## src/rtl/shift_count_reg_cell.sv

```systemverilog
// WIDTH-bit storage/sequencing cell: hold, parallel load, shift, rotate and up/down count,
// with synchronous reset/set and chainable serial and terminal-count outputs.
module shift_count_reg_cell #(
  parameter int WIDTH = 8,
  parameter logic [WIDTH-1:0] RESET_VAL = '0,
  parameter logic [WIDTH-1:0] SET_VAL = '1
) (
  input  logic             clk,
  input  logic             r,
  input  logic             s,
  input  logic             en,
  input  logic [2:0]       mode,
  input  logic [WIDTH-1:0] d,
  input  logic             sin,
  output logic [WIDTH-1:0] q,
  output logic [WIDTH-1:0] notq,
  output logic             sout_l,
  output logic             sout_r,
  output logic             tc
);

  localparam logic [2:0] MODE_HOLD = 3'b000;
  localparam logic [2:0] MODE_LOAD = 3'b001;
  localparam logic [2:0] MODE_SHL  = 3'b010;
  localparam logic [2:0] MODE_SHR  = 3'b011;
  localparam logic [2:0] MODE_ROL  = 3'b100;
  localparam logic [2:0] MODE_ROR  = 3'b101;
  localparam logic [2:0] MODE_UP   = 3'b110;
  localparam logic [2:0] MODE_DOWN = 3'b111;

  logic [WIDTH-1:0] q_next;

  // Mode datapath only; reset, set and enable priority are applied in the register.
  always_comb begin
    q_next = q;
    unique case (mode)
      MODE_HOLD: q_next = q;
      MODE_LOAD: q_next = d;
      MODE_SHL:  q_next = {q[WIDTH-2:0], sin};
      MODE_SHR:  q_next = {sin, q[WIDTH-1:1]};
      MODE_ROL:  q_next = {q[WIDTH-2:0], q[WIDTH-1]};
      MODE_ROR:  q_next = {q[0], q[WIDTH-1:1]};
      MODE_UP:   q_next = q + WIDTH'(1);
      MODE_DOWN: q_next = q - WIDTH'(1);
      default:   q_next = q;
    endcase
  end

  always_ff @(posedge clk) begin
    if (r)
      q <= RESET_VAL;
    else if (s)
      q <= SET_VAL;
    else if (en)
      q <= q_next;
  end

  assign notq   = ~q;
  assign sout_l = q[WIDTH-1];
  assign sout_r = q[0];

  // Flags the cycle whose next edge wraps the counter; drives the next stage's en when chained.
  assign tc = en & (((mode == MODE_UP) & (q == '1)) | ((mode == MODE_DOWN) & (q == '0)));

endmodule
```

## config.mk

```make
export PLATFORM = sky130hd
export DESIGN_NAME = shift_count_reg_cell
export DESIGN_NICKNAME = d
export VERILOG_FILES = /design/src/rtl/shift_count_reg_cell.sv
export SDC_FILE = /design/constraint.sdc
export NUM_CORES = 1
export LEC_CHECK = 0
export ABC_CLOCK_PERIOD_IN_PS = 3800
export CAP_MARGIN = 20
export CORE_MARGIN = 2
export CORE_UTILIZATION = 48
export DETAILED_ROUTE_END_ITERATION = 7
export GPL_ROUTABILITY_DRIVEN = 1
export PLACE_DENSITY = 0.95
export SKIP_LAST_GASP = 1
export SYNTH_ARGS = -nofsm -noshare
export SYNTH_HDL_FRONTEND = slang
export SYNTH_SLANG_ARGS = --single-unit
export TNS_END_PERCENT = 10
```

## constraint.sdc

```tcl
create_clock -name clk -period 3.8 [get_ports clk]
set_input_delay 0.57 -clock clk [delete_from_list [all_inputs] [get_ports clk]]
set_output_delay 0.57 -clock clk [all_outputs]
set_load 0.005 [all_outputs]
```

Word level (Yosys, flattened, before mapping)
Index checks and enable logic that the tools add are counted.
{ "word_totals": {"ff_bits": 8, "inputBits": 16, "output_inout_bits": 19, "word_cells": 24} }
{ "op_classes": {"add_sub_neg": 2, "n_eq_ne": 9, "mux": 3, "n_bitwise": 5, "n_reduce_logical": 4} }
{ "ops": {"columns": ["cell", "count"], "rows": [
  ["$pmux W8 S7", 1],
  ["$mux W8", 2],
  ["$eq A3 B3 Y1 const B", 4],
  ["$add A8 B1 Y8 const B", 1],
  ["$eq A8 B8 Y1 const B", 1],
  ["$logic_not A8 Y1", 1],
  ["$not A8 Y8", 1],
  ["$sub A8 B1 Y8 const B", 1],
  ["$eq A3 B2 Y1 const B", 2],
  ["$and A1 B1 Y1", 3],
  ["$eq A3 B1 Y1 const B", 1],
  ["$logic_not A3 Y1", 1],
  ["$ne A2 B2 Y1 const B", 1],
  ["$reduce_and A2 Y1", 1],
  ["$reduce_bool A2 Y1", 1],
  ["$or A1 B1 Y1", 1]
]} }

Longest topological paths before layout
Gate-level depths: netlist (run 1).
{ "logic_depth": {"depth_word": 4, "depth_mapped": 10, "ltp_nobuf": 8} }

Least setup slack after synthesis (run 1)
No wires, ideal clock.
{ "synth_timing": {"path_kind": "input-to-reg", "start": "in mode[0]", "end": "reg q[2]", "setup_time_ns": 0.129, "arrival_time_ns": 2.187, "t_required_ns": 3.671, "setup_slack_ns": 1.484, "stages": 10, "n_path_buf": 2, "cell_sequence": "buf_6 > and3_1 > buf_2 > xnor2_1 > ha_1 > or3b_4 > o21ai_0 > a21oi_1 > o41ai_1 > a21oi_1"} }
{ "synth_via": {"elab_chain_len": 4, "elab_cells_between_ends": 13, "classes_between": "8 x eq/ne; 3 x mux; 2 x reduce/logical"} }
{ "synth_lines": {"columns": ["element", "line", "text"], "rows": [
  ["start: declaration", "12", "input logic [2:0] mode,"],
  ["$eq A3 B3 Y1 (tied with other cells)", "36", "unique case (mode)"],
  ["$pmux W8 S7", "36", null],
  ["$mux W8", "54", "else if (en)"],
  ["$mux W8", "52", "else if (s)"],
  ["end signal: assignment", "55", "q <= q_next;"],
  ["end: declaration", "15", "output logic [WIDTH-1:0] q,"]
]} }
Several ways; a longest one is shown, not always the timed one. The select of a mux whose other input is x is not followed.
A chain may end at the register's enable or synchronous reset.

Final worst setup path (run 1)
{ "layout_timing": {"start": "in mode[0]", "end": "out tc"} }
{ "layout_via": {"elab_chain_len": 4, "elab_cells_between_ends": 6, "classes_between": "2 x eq/ne; 4 x bitwise"} }
{ "layout_lines": {"columns": ["element", "line", "text"], "rows": [
  ["$eq A3 B3 Y1", "63", "assign tc = en & (((mode == MODE_UP) & (q == '1)) | ((mode == MODE_DOWN) & (q == '0)));"],
  ["$and A1 B1 Y1", "63", null],
  ["$or A1 B1 Y1 *", "63", null],
  ["$and A1 B1 Y1 *", "63", null],
  ["end: declaration", "19", "output logic tc"]
]} }
Mark *: on every way between the ends. The rest lies on a longest branch, timed or not.

==> qor.csv, run 1 <==
stage,metric,value,unit
global_routing,initial antenna violation count,0,
critical_path,startpoint types,input pin,
clock_tree,Root Driver,clkbuf_4,
yosys,Synth async-reset ratio,0,%
global_routing,first-pass GRT wire length,5.06,mm
floorplan,Initial Utilization,50.4,%
worst_hold_path,worst min path class,reg -> reg,
drt,Antenna Nets Post-Route,0,
clock_tree,clk slew on worst S/H paths,60,ps
timing,final hold vios,0,
global_routing,gr ovfl total,0,
drt,first drt pass iteration count,4,
clock_tree,H-tree levels,1,
yosys,dominant cell type by area after synthesis,dfxtp_1,
place,port bufs,34,
critical_path,CP arrival,2480,ps
critical_path,CP Data Required Time,3230,ps
layout,synth-to-layout area growth,36.7,%
critical_path,"reg-to-reg slack, setup",1670,ps
layout,max reg flops,8,
yosys,Netlist Area Pre-Place,968,µm²
place,Post-DP HPWL,2.28,mm
global_routing,All-Layer GR Usage,26.8,%
place,GP Congestion,0.939,
clock_tree,worst skew pair latency,260,ps
floorplan,IO Count,35,
timing,RSZ-0062 raised after global routing,false,
yosys,Syn Inst Count,128,
clock_tree,CTS sink count,8,
critical_path,Crit. End Element,primary output,
timing,Final TNS setup,0,ps
yosys,post-synthesis cell type count,47,
timing,"Min Clock Period, post-route",3050,ps
critical_path,Reg-to-Reg End,q[2],
clock_tree,Hold Buf Count CTS,0,
power_and_ir_drop,Leakage,0.503,nW
timing,Worst Tran Pin Value,474,ps
yosys,Ys Warns,0,
drt,drc violations,0,
floorplan,Rows,16,
status,outcome,"complete, no violations",
yosys,#FFs+latches synth,8,
layout,share of cells above drive strength 1,9.55,%
layout,utilization after layout,68.9,%
clock_tree,Setup Buffers After CTS,0,
critical_path,reg2reg start,q[1],
timing,max_slew headroom,68.1,%
global_routing,vias in the first global route,1068,
critical_path,CP startpoint,mode[0],
floorplan,Die ar.,0.00239,mm²
layout,ant diodes,0,
power_and_ir_drop,Max VDD drop,0.156,mV
floorplan,Die Y-Extent,48.9,µm
drt,vias per cell,6.48,
yosys,commonest register cell after synthesis,dfxtp_1,
layout,Layout Nets,176,
timing,Clock Skew,2.66,ps
critical_path,crit path kind,in -> out,
floorplan,Core Area,0.00192,mm²
timing,max-slew violations,0,
critical_path,"critical path fanouts, max",23,
drt,final WL,3.13,mm
run,Max-cap violations,0,
layout,fill count,177,
clock_tree,Longest Clk Path Bufs,2,
timing,fmax,327,MHz
drt,DR vias,1193,
global_routing,largest net degree at the start of global routing,24,
yosys,Synth top area share,16.5,%
floorplan,die width,48.9,µm
yosys,post-synthesis sequential area ratio,16.5,%
yosys,Synthesized Nets,145,
layout,top flop regs,q (8),
clock_tree,PostCTS Resize Cnt,0,
layout,largest register by flop count,q,
timing,post-route clock period utilization,80.4,%
clock_tree,TritonCTS clock tree,yes,
yosys,"top cells by area, synth","dfxtp_1, mux2i_1, a211oi_1",
critical_path,crit path capture,tc,
yosys,Syn Area/Cell,7.57,µm²
power_and_ir_drop,Power Dens Cells,252,mW/mm²
drt,wire length per cell,17.0,µm
clock_tree,Num CTS Buffers,3,
timing,Finish-stage setup viols,0,
yosys,Post-synth EDFFs,0,
drt,initial drt markers,79,
critical_path,cells on worst reg2reg path,8,
==> cell usage after synthesis (all sizes together) (2+ instances only) <==
cell / n
mux2i: 8
inv: 10
nand2: 5
o41ai: 3
nor4: 4
nor3b: 5
o21ai: 6
dfxtp: 8
a211oi: 10
nand3: 3
or3: 2
a21oi: 7
nor3: 5
o31ai: 2
nor2: 10
buf: 11
a21o: 3
nand2b: 4
==> cells in the final DEF (no fill, tap or decap), types with 2 or more instances in the layout <==
cell             count
nand2_1              5
or3_1                2
a21oi_1              7
clkbuf_4             3
nor3_1               5
clkdlybuf4s50_1     34
a21o_1               2
nor2_1              10
o41ai_1              3
inv_1               10
dfxtp_1              8
nor3b_1              4
buf_4                4
nor4_1               4
o31ai_1              2
nand3_1              3
a211oi_1             9
nand2b_1             4
o21ai_0              5
mux2i_1              8
==> layer usage <==
layer / global-route usage [%] / part of all wire, % / vias up
li1: - / - / 542
met1: 32.5 / 38 / 555
met2: 47.3 / 49 / 85
met3: 6.13 / 11 / 11
met4: 7.62 / 2.1 / 0
met5: 0 / 0 / -
==> cell type report <==
cell class	count	area, µm²	share of cell area [%]
Inverter	10	37.5	2.84
Clock buffer	3	22.5	1.70
Tap cell	27	33.8	2.55
Sequential cell	8	160	12.1
Multi-Input combinational cell	98	699	52.8
Timing Repair Buffer	38	370	28.0
==> through the flow <==
stage / instance area (µm²) / setup slack [ps] / power [W] / hold slack (ps) / std cells
2_1_floorplan: 968 / 1480 / 0.000191 / 564 / 128
3_3_place_gp: 1300 / 835 / 0.000258 / 591 / 181
3_5_place_dp: 1300 / 722 / 0.000261 / 601 / 181
4_1_cts: 1320 / 770 / 0.000333 / 608 / 184
5_1_grt: 1320 / 690 / 0.000351 / 654 / 184
6_report: 1320 / 746 / 0.000334 / 614 / 184
==> worst max-delay path: stages <==
cell and delay (ps):
clkdlybuf4s50_1 490, buf_4 270, and4_1 280, mux2i_1 90, nor3b_1 240, clkdlybuf4s50_1 540
==> logic make-up after synthesis <==
logic type                 share of synthesized area, %
adders and majority gates                          1.29
muxes                                              10.6
xor gates and xnor gates                           1.81
and+or+nand+nor                                    28.0
DFF                                                16.5
AOI/OAI and AO/OA                                  30.5
buffers and inverters                              11.2
==> worst min path at each step <==
| stage | startpoint | to | slack [ps] | depth (start not counted) |
|---|---|---|---|---|
| after CTS | q[7] | q[7] | 610 | 2 |
| after detailed placement | q[7] | q[7] | 600 | 2 |
| final | q[7] | q[7] | 610 | 2 |
| after global placement | q[5] | q[5] | 590 | 2 |
| after floorplan | q[5] | q[5] | 560 | 2 |
| after global routing | q[5] | q[5] | 650 | 2 |
==> where the power goes <==
| part | total, W | internal [W] | leakage, nW | switching, W |
|---|---|---|---|---|
| combinational | 0.000151 | 0.0000820 | 0.422 | 0.0000688 |
| clock | 0.0000702 | 0.0000365 | 0.0138 | 0.0000337 |
| sequential | 0.000113 | 0.0000927 | 0.0671 | 0.0000199 |
| total | 0.000334 | 0.000211 | 0.503 | 0.000122 |
Note: power is estimated with default switching activity, not from simulation.
==> run 2, diff against run 1 <==
--- a/config.mk
+++ b/config.mk
@@ -5,13 +5,13 @@
 export SDC_FILE = /design/constraint.sdc
 export NUM_CORES = 1
 export LEC_CHECK = 0
-export ABC_CLOCK_PERIOD_IN_PS = 3800
+export ABC_CLOCK_PERIOD_IN_PS = 3200
 export CAP_MARGIN = 20
 export CORE_MARGIN = 2
-export CORE_UTILIZATION = 48
+export CORE_UTILIZATION = 44
 export DETAILED_ROUTE_END_ITERATION = 7
 export GPL_ROUTABILITY_DRIVEN = 1
-export PLACE_DENSITY = 0.95
+export PLACE_DENSITY = 0.9
 export SKIP_LAST_GASP = 1
 export SYNTH_ARGS = -nofsm -noshare
 export SYNTH_HDL_FRONTEND = slang
==> constraint.sdc (replaced) <==
create_clock -name clk -period 3.2 [get_ports clk]
set_input_delay 0.48 -clock clk [delete_from_list [all_inputs] [get_ports clk]]
set_output_delay 0.48 -clock clk [all_outputs]
set_load 0.005 [all_outputs]
==> run 2 against run 1 <==
  * Sequential power increased by 18%
  * Critical path depth decreased by 1
  * Total power increased by 18%
  * Hold slack got worse by 23 ps
  * Die area increased by 8.3%
  * Global-route usage decreased by 1.5 points
  * Register-to-register slack got worse by 690 ps
  * Clock power increased by 17%
  * Combinational power increased by 18%
  * Core utilization decreased by 3.0 points
  * Non-clock buffer count increased by 1
  * Clock skew increased by 2.5 ps
==> qor.csv, run 2 (synthesis results as in run 1) <==
stage,metric,value,unit
clock_tree,CTS sink count,8,
drt,initial drt markers,36,
clock_tree,H-tree levels,1,
clock_tree,Longest Clk Path Bufs,2,
critical_path,Crit. End Element,primary output,
floorplan,die width,50.9,µm
layout,largest register by flop count,q,
global_routing,largest net degree at the start of global routing,23,
drt,Antenna Nets Post-Route,0,
critical_path,CP Data Required Time,2720,ps
clock_tree,clk slew on worst S/H paths,50,ps
clock_tree,Root Driver,clkbuf_4,
timing,"Min Clock Period, post-route",2850,ps
drt,DR vias,1144,
place,Post-DP HPWL,2.30,mm
global_routing,met3 Track Usage GR,6.14,%
critical_path,startpoint types,input pin,
layout,fill count,186,
critical_path,WP buf/inv,2,
timing,RSZ-0062 raised after global routing,false,
global_routing,gr ovfl total,0,
layout,share of cells above drive strength 1,10.1,%
floorplan,Die Y-Extent,50.9,µm
place,port bufs,34,
timing,max_slew headroom,71.3,%
drt,first drt pass iteration count,4,
global_routing,met1 Track Usage GR,30.7,%
layout,ant diodes,0,
place,GP Congestion,0.918,
floorplan,Core Area,0.00202,mm²
global_routing,All-Layer GR Usage,25.4,%
drt,vias per cell,6.18,
drt,wire length per cell,16.3,µm
timing,Worst Tran Pin Value,426,ps
layout,top flop regs,q (8),
critical_path,"critical path fanouts, max",7,
global_routing,first-pass GRT wire length,4.97,mm
critical_path,cell family with most CP delay,buffers and inverters,
critical_path,max incr delay on CP,540,ps
global_routing,initial antenna violation count,0,
critical_path,CP arrival,2370,ps
drt,drc violations,0,
floorplan,Rows,16,
layout,synth-to-layout area growth,37.5,%
critical_path,CP max-delay cell,clkdlybuf4s50_1,
clock_tree,Num CTS Buffers,3,
worst_hold_path,worst min path class,reg -> reg,
layout,most frequent cells in the layout,"clkdlybuf4s50_1, inv_1, nor2_1, a211oi_1",
timing,post-route clock period utilization,89.1,%
clock_tree,PostCTS Resize Cnt,0,
critical_path,crit path kind,in -> out,
run,Max-cap violations,0,
clock_tree,Setup Buffers After CTS,0,
floorplan,IO Count,35,
timing,Final TNS setup,0,ps
layout,max reg flops,8,
floorplan,Initial Utilization,47.9,%
clock_tree,Hold Buf Count CTS,0,
timing,Finish-stage setup viols,0,
floorplan,Die ar.,0.00259,mm²
global_routing,GRT busiest layer,met2,
layout,Layout Nets,177,
global_routing,grt met2 use,45.2,%
critical_path,CP dominant cell by count,clkdlybuf4s50_1,
layout,utilization after layout,65.8,%
power_and_ir_drop,Leakage,0.507,nW
timing,fmax,351,MHz
status,outcome,"complete, no violations",
power_and_ir_drop,Max VDD drop,0.230,mV
layout,"commonest non-fill, non-tap cell in the layout",clkdlybuf4s50_1,
critical_path,critical-path cell list,clkdlybuf4s50_1 > nor4_1 > mux2i_1 > nor3b_1 > clkdlybuf4s50_1,
clock_tree,worst skew pair latency,270,ps
clock_tree,TritonCTS clock tree,yes,
power_and_ir_drop,Power Dens Cells,296,mW/mm²
timing,Clock Skew,5.12,ps
timing,max-slew violations,0,
critical_path,"reg-to-reg slack, setup",980,ps
timing,final hold vios,0,
drt,final WL,3.01,mm
global_routing,vias in the first global route,1061,
-- run 2: cell count changes in the layout (fill, tap and decap cells not counted) --
cell   change
buf_4      +1
-- run 2: through the flow --
| step | instance area [µm²] | instances | setup WS, ps | power (W) | hold slack (ps) |
|---|---|---|---|---|---|
| floorplan | 968 | 128 | 974 | 0.000226 | 564 |
| global placement | 1310 | 182 | 414 | 0.000307 | 584 |
| detailed placement | 1310 | 182 | 269 | 0.000311 | 585 |
| CTS | 1330 | 185 | 339 | 0.000393 | 592 |
| global route | 1330 | 185 | 152 | 0.000416 | 655 |
| finish | 1330 | 185 | 350 | 0.000394 | 591 |
-- run 2: power breakdown --
| group | switching [W] | leakage (nW) | total, W | internal [W] |
|---|---|---|---|---|
| combinational | 0.0000805 | 0.426 | 0.000178 | 0.0000979 |
| sequential | 0.0000233 | 0.0671 | 0.000133 | 0.000110 |
| clock | 0.0000389 | 0.0138 | 0.0000821 | 0.0000432 |
-- run 2: area by class of cell --
cell class                 count  area [µm²]  area share [%]
multi-input combinational     98         699            52.5
timing repair buffer          39         378            28.4
sequential                     8         160            12.0
inverter                      10        37.5            2.82
tap                           27        33.8            2.54
clock buffer                   3        22.5            1.69
-- run 2: final timing paths --
kind,endpoint,cells after the start,from
max,tc,5,mode[0]
min,q[5],2,q[5]
max reg2reg,q[2],8,q[1]
min reg2reg,q[5],2,q[5]
-- run 2: worst min-delay path, stage by stage, from the launching register on --
cell and delay, ps:
dfxtp_1 370, inv_1 90, a221oi_1 70
-- run 2: layer usage --
layer  up-vias  wire (µm)
met1       526       1200
li1        550          -
met4         0         50
met3        10        223
met2        58       1540
met5         -          0
